### config.mk
export PLATFORM = sky130hd
export DESIGN_NAME = mu0_control
export DESIGN_NICKNAME = d
export VERILOG_FILES = /design/src/rtl/mu0_control.sv
export SDC_FILE = /design/constraint.sdc
export NUM_CORES = 1
export LEC_CHECK = 0
export ABC_CLOCK_PERIOD_IN_PS = 1700
export BUFFER_PORTS_ARGS = -buffer_cell sky130_fd_sc_hd__buf_2
export CORE_ASPECT_RATIO = 0.9
export CORE_MARGIN = 5
export CORE_UTILIZATION = 44
export DETAILED_ROUTE_END_ITERATION = 10
export PLACE_DENSITY = 0.73
export SETUP_SLACK_MARGIN = 0.3
export SLEW_MARGIN = 20
export SYNTH_ARGS = -nofsm -noshare
export SYNTH_HDL_FRONTEND = slang
export SYNTH_SLANG_ARGS = --single-unit
### constraint.sdc
create_clock -name Clk -period 1.7 [get_ports Clk]
set_clock_uncertainty 0.05 [all_clocks]
set_input_delay 0 -clock Clk [delete_from_list [all_inputs] [get_ports Clk]]
set_output_delay 0 -clock Clk [all_outputs]
set_load 0.02 [all_outputs]
### src/rtl/mu0_control.sv
// MU0 sequencing FSM: alternates fetch and execute, steers the datapath muxes,
// register enables and memory strobes, and bounds every memory wait.
module mu0_control #(
  parameter int unsigned WAIT_LIMIT = 15,
  parameter int unsigned WCNT_W     = 8
) (
  input  logic       Clk,
  input  logic       Reset,
  input  logic [3:0] F,
  input  logic       N,
  input  logic       Z,
  input  logic       Mem_rdy,
  output logic       X_sel,
  output logic       Y_sel,
  output logic       Addr_sel,
  output logic       PC_En,
  output logic       IR_En,
  output logic       Acc_En,
  output logic       MEM_rd,
  output logic       MEM_wr,
  output logic [1:0] M,
  output logic       Halted,
  output logic       Fault
);

  typedef enum logic [1:0] {StFetch, StExec, StHalt} state_e;

  localparam logic [WCNT_W-1:0] WcntLast = WCNT_W'(WAIT_LIMIT - 1);

  state_e            state_q, state_d;
  logic [WCNT_W-1:0] wcnt_q, wcnt_d;
  logic              fault_q, fault_d;
  logic              mem_acc;

  // State, wait counter and sticky fault flag.
  always_ff @(posedge Clk or posedge Reset) begin
    if (Reset) begin
      state_q <= StFetch;
      wcnt_q  <= '0;
      fault_q <= 1'b0;
    end else begin
      state_q <= state_d;
      wcnt_q  <= wcnt_d;
      fault_q <= fault_d;
    end
  end

  // Output decode, next state and memory-wait supervision.
  always_comb begin
    X_sel    = 1'b0;
    Y_sel    = 1'b0;
    Addr_sel = 1'b0;
    PC_En    = 1'b0;
    IR_En    = 1'b0;
    Acc_En   = 1'b0;
    MEM_rd   = 1'b0;
    MEM_wr   = 1'b0;
    M        = 2'd0;
    Halted   = 1'b0;
    Fault    = fault_q;
    mem_acc  = 1'b0;
    state_d  = state_q;
    wcnt_d   = '0;
    fault_d  = fault_q;

    unique case (state_q)
      StFetch: begin
        MEM_rd  = 1'b1;
        M       = 2'd2;
        mem_acc = 1'b1;
        if (Mem_rdy) begin
          IR_En   = 1'b1;
          PC_En   = 1'b1;
          state_d = StExec;
        end
      end
      StExec: begin
        state_d = StFetch;
        case (F)
          4'd0: begin
            Addr_sel = 1'b1;
            MEM_rd   = 1'b1;
            Acc_En   = Mem_rdy;
            mem_acc  = 1'b1;
          end
          4'd1: begin
            Addr_sel = 1'b1;
            MEM_wr   = 1'b1;
            mem_acc  = 1'b1;
          end
          4'd2, 4'd3: begin
            Addr_sel = 1'b1;
            MEM_rd   = 1'b1;
            X_sel    = 1'b1;
            M        = (F == 4'd2) ? 2'd1 : 2'd3;
            Acc_En   = Mem_rdy;
            mem_acc  = 1'b1;
          end
          4'd4: begin
            Y_sel = 1'b1;
            PC_En = 1'b1;
          end
          4'd5: begin
            Y_sel = 1'b1;
            PC_En = ~N;
          end
          4'd6: begin
            Y_sel = 1'b1;
            PC_En = ~Z;
          end
          4'd7:    state_d = StHalt;
          default: ;
        endcase
        // Memory opcodes hold here until the access completes.
        if (mem_acc && !Mem_rdy) state_d = StExec;
      end
      StHalt: Halted = 1'b1;
      default: state_d = StFetch;
    endcase

    // Count stalled strobe cycles; the last allowed one without ready faults.
    if (mem_acc && !Mem_rdy) begin
      if (wcnt_q == WcntLast) begin
        fault_d = 1'b1;
        state_d = StHalt;
      end else begin
        wcnt_d = wcnt_q + WCNT_W'(1);
      end
    end

    // Reset forces every output low immediately, mid-access included.
    if (Reset) begin
      X_sel    = 1'b0;
      Y_sel    = 1'b0;
      Addr_sel = 1'b0;
      PC_En    = 1'b0;
      IR_En    = 1'b0;
      Acc_En   = 1'b0;
      MEM_rd   = 1'b0;
      MEM_wr   = 1'b0;
      M        = 2'd0;
      Halted   = 1'b0;
      Fault    = 1'b0;
    end
  end

endmodule

# After elaboration in Yosys (flattened, before gate mapping)

Cells that the tools add are included.

Output and inout bits: 12
Logic and storage cells: 67
Register bits: 11
Input bits: 9

Bitwise gates (word level): 2
Equal/unequal tests: 10
Add/sub/neg operators: 1
Muxes and demuxes: 41
Reduce and logical (&&, ||, !) cells: 10

Operators by type and width:

| operator                                      | count |
|---|---|
| two-way mux 1 bit                             | 25 |
| == test 4 x 3 -> 1 bit, second input constant | 4 |
| two-way mux 2 bit                             | 8 |
| two-way mux 8 bit                             | 2 |
| adder 8 x 1 -> 8 bit, second input constant   | 1 |
| == test 4 x 2 -> 1 bit, second input constant | 2 |
| == test 8 x 4 -> 1 bit, second input constant | 1 |
| case mux 1 bit (2 select lines)               | 3 |
| case mux 2 bit (3 select lines)               | 1 |
| OR reduction 3 bit                            | 2 |
| == test 4 x 1 -> 1 bit, second input constant | 1 |
| zero test 4 bit                               | 1 |
| case mux 2 bit (2 select lines)               | 1 |
| OR reduction 4 bit                            | 1 |
| case mux 1 bit (3 select lines)               | 1 |
| == test 2 x 1 -> 1 bit, second input constant | 1 |
| == test 2 bit, second input constant          | 1 |
| logical AND 1 bit                             | 2 |
| zero test 2 bit                               | 1 |
| NOT 1 bit                                     | 2 |
| AND reduction 2 bit                           | 1 |
| OR reduction 2 bit                            | 1 |
| zero test 1 bit                               | 1 |

# Depth between registers and ports, before layout

Gate-level depths: netlist (run 1).

Depth in word-level cells: 9
Depth in mapped cells: 5
Gate-level depth less buffers: 5

# Worst setup path before layout (run 1)

OpenSTA, ideal clock, no wires.

Kind: reg2out
Start: register state_q[1]
End: output port Acc_En
Data arrival time: 1877 ps
Path buffers: 1
Setup slack: -227 ps
Required time: 1650 ps
Cell stages (with the launch flop): 5
Cells stage by stage: dfrtp_1 -> clkbuf_1 -> nand2b_1 -> nor4_1 -> and3_1

Cells in the longest elaborated chain, start to end: 3

Ends and longest elaborated chain:

| what                   | RTL line | RTL |
|---|---|---|
| from (decl)            | 30       | `state_e state_q, state_d;` |
| from (signal assigned) | 38       | `state_q <= StFetch;` |
| from (signal assigned) | 42       | `state_q <= state_d;` |
| == test 2 x 1 -> 1 bit | 66       | `unique case (state_q)` |
| two-way mux 1 bit      | 66       |  |
| two-way mux 1 bit      | 132      | `if (Reset) begin` |
| to (decl)              | 18       | `output logic Acc_En,` |

Every way passes these cells.

# Worst setup path in the final report (run 1)

Start: register wcnt_q[0]
End: register wcnt_q[3]

Cells in the longest elaborated chain, start to end: 3
Elaborated cells between the ends (all ways): 4
Those cells by class: add/sub (1); eq/ne (1); mux (2)

Ends and longest elaborated chain:

| what                                                           | RTL line | RTL |
|---|---|---|
| from (decl)                                                    | 31       | `logic [WCNT_W-1:0] wcnt_q, wcnt_d;` |
| from (signal assigned)                                         | 43       | `wcnt_q <= wcnt_d;` |
| adder 8 x 1 -> 8 bit or == test 8 x 4 -> 1 bit (tied branches) | 127, 123 |  |
| two-way mux 8 bit (*)                                          | 123      | `if (wcnt_q == WcntLast) begin` |
| two-way mux 8 bit (*)                                          | 122      | `if (mem_acc && !Mem_rdy) begin` |
| net wcnt_d[3]                                                  | 31       |  |

Mark *: on every way through the listed nets, which the timed path passes. The rest lies on a longest branch.
A chain may end at the register's enable or synchronous reset.

==> flow_summary.ini, run 1 <==
[status]
status = finished clean

[worst_hold_path]
hp-class = in -> reg
min_path_cells = 3

[route]
wirelength_mm = 2.41
antenna_left = 0
vias = 793
drcViolationCount = 0
routedWlPerCell_um = 18.5
dr.pass1.iters = 4
post_drt_via_cell_ratio = 6.10
drt-initial-drc-count = 39

[global_route]
antenna_found_initial = 0
grt.overflow.total = 0
grt_pass1_wl_mm = 3.08
grt_pass1_vias = 663
track_usage_pct = 17.3
grt_max_degree = 12

[flow_run]
drv_cap = 0

[logic_synthesis]
synth-main-ff-cell = dfrtp_1
netlist_area_um2 = 696
ys_seq_elements = 11
synth_cells = 78
synth-edff-count = 0
synth-seq-area-share_pct = 39.6
yosysWarnings = 0
syn_nets = 89
synth.avg_cell_area_um2 = 8.92
yosysUniqueCellTypes = 33
synthArstFlopShare_pct = 100

[floorplan]
io_pins = 21
die-area_um2 = 2480
core.rowCount = 13
initial_core_util_pct = 47.5
core_um2 = 1460
dieHeight_um = 47.7
chipWidth_um = 51.9

[clock_tree]
cts_made_buffers = 3
h-tree-depth = 1
path_clk_slew_ns = 0.08
clkSinkCount = 11
cts_max_path_buffers = 2
clock_latency_ns = 0.27
cts_tree = built
root_buffer = clkbuf_4

[critical_path]
startpoint_type = flop
reg2reg_to = wcnt_q[3]
crit_type = reg -> reg
path_max_fanout = 3
critPathLaunch = wcnt_q[0]
crit_path_end = wcnt_q[3]
cp.arrival_ns = 1.79
worst-r2r-cell-count = 6
cp-end-kind = flop
rr_startpoint = wcnt_q[0]
r2r_slack_ns = 0.004
required_ns = 1.80

[sta]
timing.fmax_mhz = 590
worst_slew_pin_slew_ns = 0.366
finalCriticalPeriod_ns = 1.70
relSlewSlack_pct = 75.4
min_period_over_period_pct = 99.8
finalMaxSlewViolations = 0
rsz0062_at_grt = true
finalHoldViolCount = 0
setup_violations = 0

[power]
leakage_nw = 0.483
p_total_w = 0.000709
ir_drop_mv = 0.587
p_per_area_nw_per_um2 = 629

[layout]
drive_above_1_share_pct = 53.9
final_cell_mix = 14 x buf_4, 10 x buf_2, 10 x buf_6
area_growth_pct = 62.1
n_antenna_cell = 0
layout_commonest_cell = buf_4
finalNonFillerCells = 130
final_nets = 127

[placed_design]
dpl.hpwl_mm = 1.28
place.gp.congestion = 0.763
portBuffers = 20
place_inst = 115
[timing repair]
action,4_1_cts,5_1_grt
buffers inserted,4,6
resized for setup,18,19
hold buffers,1,0
gates cloned,0,0
pin swaps,9,6
hold endpoints to repair,11,0
endpoints found under the setup margin,18,22
[worst min path at each step]
stage / start / end / slack [ns]
after detailed placement: Reset / wcnt_q[2] / 0.07
after floorplan: F[2] / Addr_sel / -0.01
after global placement: Reset / state_q[0] / 0.08
after global routing: Mem_rdy / state_q[0] / 0.05
final: F[1] / state_q[1] / 0.06
after CTS: Mem_rdy / state_q[0] / 0.03
[state kept, by name, indices dropped and copies added, names as in the netlist]
signal / cells
state_q: 2
wcnt_q: 8
fault_q: 1
[cell type report]
cell class              count  area (um2)
multi-input cells          63         517
repair buffers             35         278
fillers                    92         337
clock buffers               3        22.5
clock inverters             1        5.00
flip-flops and latches     11         279
inverters                   2        7.51
well taps                  15        18.8
[report_power, final]
part           switching (W)  total (W)  internal (W)  leakage (nW)
clock              0.0000970   0.000184     0.0000871        0.0177
sequential         0.0000129   0.000288      0.000275         0.143
combinational       0.000126   0.000237      0.000111         0.322
[per-stage QoR]
step	util, %	setup TNS, ns	cell area [um2]	setup WS [ns]	hold slack (ns)
finish	77.0	0	1130	0.00383	0.0602
global route	77.0	-0.307	1130	-0.0782	0.0476
CTS	69.6	0	1020	0.0332	0.0295
detailed placement	60.1	0	880	0.0241	0.0653
global placement	60.1	0	880	0.0884	0.0761
floorplan	-	0	748	0.0620	-0.0148
[per-layer routing]
| metal | share of wire [%] | wire length, um | track usage, % |
|---|---|---|---|
| met2 | 52 | 1260 | 29.3 |
| met5 | 0 | 0 | 0 |
| met3 | 7.6 | 183 | 3.12 |
| met4 | 1.4 | 34 | 4.71 |
| met1 | 39 | 927 | 22.9 |
[synth_stat cells (2+ instances only)]
| cell type | n | area, um2 |
|---|---|---|
| clkbuf_1 | 2 | 7.51 |
| ha_1 | 2 | 25.0 |
| nor3_1 | 4 | 20.0 |
| o21ai_0 | 4 | 20.0 |
| nand3_1 | 5 | 25.0 |
| and2_1 | 2 | 12.5 |
| a211oi_1 | 3 | 22.5 |
| nand2b_1 | 5 | 31.3 |
| or3_1 | 2 | 12.5 |
| nand2_1 | 9 | 33.8 |
| dfrtp_1 | 11 | 275 |
| and3_1 | 2 | 12.5 |
| a21oi_1 | 4 | 20.0 |
| inv_1 | 2 | 7.51 |
| nor2_1 | 3 | 11.3 |
[kinds of logic after synthesis]
group | Yosys count | synth area share, %
AND/OR/NAND/NOR | 43 | 37.6
AO/OA/AOI/OAI | 17 | 15.8
flip-flops | 11 | 39.6
buffers and inverters | 4 | 2.16
adder cells (fa/ha/maj) | 2 | 3.60
XOR/XNOR | 1 | 1.26
[critical path: stages (launching register included)]
cell,delay (ns)
dfrtp_1,0.39
inv_2,0.06
ha_1,0.13
or4b_4,0.49
buf_6,0.14
o211ai_1,0.20
a31oi_1,0.12
Note: power is estimated with default switching activity, not from simulation.
==> run 2, diff against run 1 <==
--- a/config.mk
+++ b/config.mk
@@ -12,6 +12,7 @@
 export CORE_UTILIZATION = 44
 export DETAILED_ROUTE_END_ITERATION = 10
 export PLACE_DENSITY = 0.73
+export RECOVER_POWER = 50
 export SETUP_SLACK_MARGIN = 0.3
 export SLEW_MARGIN = 20
 export SYNTH_ARGS = -nofsm -noshare
==> run 2 against run 1 <==
The flow now finishes with violations (setup timing); count of clock-buffer cells in the layout stayed put; non-clock buffer count stayed put; sequential share of layout area is 0.14 points higher; via count is 1.8% lower; clock power hardly changed; first-iteration DRC count stayed put; sequential power hardly changed; register-to-register slack hardly changed; worst setup slack worse by 0.010 ns; power is 0.28% lower.
==> flow_summary.ini, run 2 (synthesis results as in run 1) <==
[clock_tree]
cts_made_buffers = 3
h-tree-depth = 1
clock_latency_ns = 0.27
clkSinkCount = 11
cts_max_path_buffers = 2
root_buffer = clkbuf_4
cts_tree = built
path_clk_slew_ns = 0.07

[floorplan]
core_um2 = 1460
chipWidth_um = 51.9
dieHeight_um = 47.7
io_pins = 21
initial_core_util_pct = 47.5
die-area_um2 = 2480
core.rowCount = 13

[route]
drt-initial-drc-count = 39
wirelength_mm = 2.40
dr.pass1.iters = 4
routedWlPerCell_um = 18.5
drcViolationCount = 0
antenna_left = 0
post_drt_via_cell_ratio = 5.99
vias = 779

[layout]
largest-register = wcnt_q
layout_commonest_cell = buf_4
fin_area_um2 = 1120
area_growth_pct = 61.2
n_antenna_cell = 0
largest_register_ffs = 8
final_cell_mix = 13 x buf_4, 10 x buf_6, 8 x dfrtp_1, 8 x buf_2, 7 x nand2_1
final_nets = 127
finalNonFillerCells = 130
drive_above_1_share_pct = 51.3
reg.largest.list = wcnt_q x8, state_q x2, fault_q x1

[placed_design]
dpl.hpwl_mm = 1.28
place_inst = 115
place.gp.congestion = 0.763
portBuffers = 20
placed_area_um2 = 880

[sta]
finalMaxSlewViolations = 0
min_period_over_period_pct = 100
finalCriticalPeriod_ns = 1.71
finalHoldViolCount = 0
relSlewSlack_pct = 59.7
worst_slew_pin_slew_ns = 0.604
fin_ws_ns = -0.00617
rsz0062_at_grt = true
setup_violations = 1
timing.fmax_mhz = 586

[global_route]
grt.overflow.total = 0
grt_pass1_vias = 663
grt_max_degree = 12
track_usage_pct = 17.3
antenna_found_initial = 0
grt_pass1_wl_mm = 3.08

[power]
pwr-share-clk_pct = 26.0
comb_power_share_pct = 33.2
switching_share_pct = 33.3
p_int_w = 0.000472
p_per_area_nw_per_um2 = 631
power.switching_w = 0.000236
leakage_nw = 0.473
p_total_w = 0.000707
seqPwrFrac_pct = 40.8
ir_drop_mv = 0.586

[worst_hold_path]
hp-class = in -> reg

[critical_path]
required_ns = 1.65
crit_type = reg -> out
cpMostUsedCell = buf_6
startpoint_type = flop
cp-end-kind = primary output
path_max_fanout = 5
crit_path_cell_trace = buf_6 > nand2b_4 > nor4_4 > and3_1 > buf_6
cpLargestDelayFamily = simple AND/OR/NAND/NOR gates
cp.arrival_ns = 1.66
worst-path-buf-inv = 2
cpPeakStageDelay_ns = 0.42
cp_slowest_cell = dfrtp_1

[flow_run]
drv_cap = 0

[status]
violations = setup timing
status = finished, violations left
-- run 2: cell count changes in the layout (fill, tap and decap cells not counted) --
| cell | previous run | this run |
|---|---|---|
| buf_2 | 10 | 8 |
| buf_4 | 14 | 13 |
| clkbuf_1 | 0 | 3 |
-- run 2: tightest hold or removal path: stages --
cell	delay [ns]
buf_2	0.14
nand3_1	0.12
o211ai_2	0.08
-- run 2: final timing paths --
path / depth (start not counted) / slack, ns / end / start
setup / recovery: 5 / -0.006 / Acc_En / state_q[1]
hold / removal: 3 / 0.06 / state_q[1] / F[1]
setup reg to reg: 6 / 0 / wcnt_q[3] / wcnt_q[0]
hold reg to reg: 1 / 0.43 / fault_q / fault_q
max in group asynchronous: 4 / 0.47 / wcnt_q[3] / Reset
min in group asynchronous: 4 / 0.70 / wcnt_q[1] / Reset
-- run 2: routing by layer --
layer	global-route usage (%)	share of wire (%)	vias up
met3	3.12	7.8	4
met1	22.9	39	374
met2	29.3	52	35
met5	0	0	-
li1	-	-	366
met4	4.71	1.0	0
-- run 2: stage by stage --
stage / hold WS (ns) / utilization (%) / setup WS (ns) / TNS (ns)
3_5_place_dp: 0.0653 / 60.1 / 0.0241 / 0
3_3_place_gp: 0.0761 / 60.1 / 0.0884 / 0
6_report: 0.0615 / 76.6 / -0.00617 / -0.00617
5_1_grt: 0.0476 / 76.6 / -0.0782 / -0.307
2_1_floorplan: -0.0148 / - / 0.0620 / 0
4_1_cts: 0.0295 / 69.6 / 0.0332 / 0
-- run 2: power groups by stage --
stage                     combinational, W  sequential, W  clock [W]
final                             0.000235       0.000288   0.000184
after CTS                         0.000204       0.000286   0.000188
after global routing              0.000249       0.000290   0.000204
after floorplan                   0.000107       0.000295          0
after global placement            0.000167       0.000289          0
after detailed placement          0.000172       0.000290          0
-- run 2: area by class of cell --
cell class | count | area, um2
Clock buffer | 3 | 22.5
Clock inverter | 1 | 5.00
Fill cell | 94 | 343
Inverter | 2 | 7.51
Multi-Input combinational cell | 63 | 517
Sequential cell | 11 | 279
Tap cell | 15 | 18.8
Timing Repair Buffer | 35 | 272
-- run 2: repair_timing --
item | CTS | global route
hold buffers | 1 | 0
buffers inserted | 4 | 6
setup endpoints to repair | 18 | 22
pin swaps | 9 | 6
endpoints found under the hold margin | 11 | 0
gates resized for setup | 18 | 19
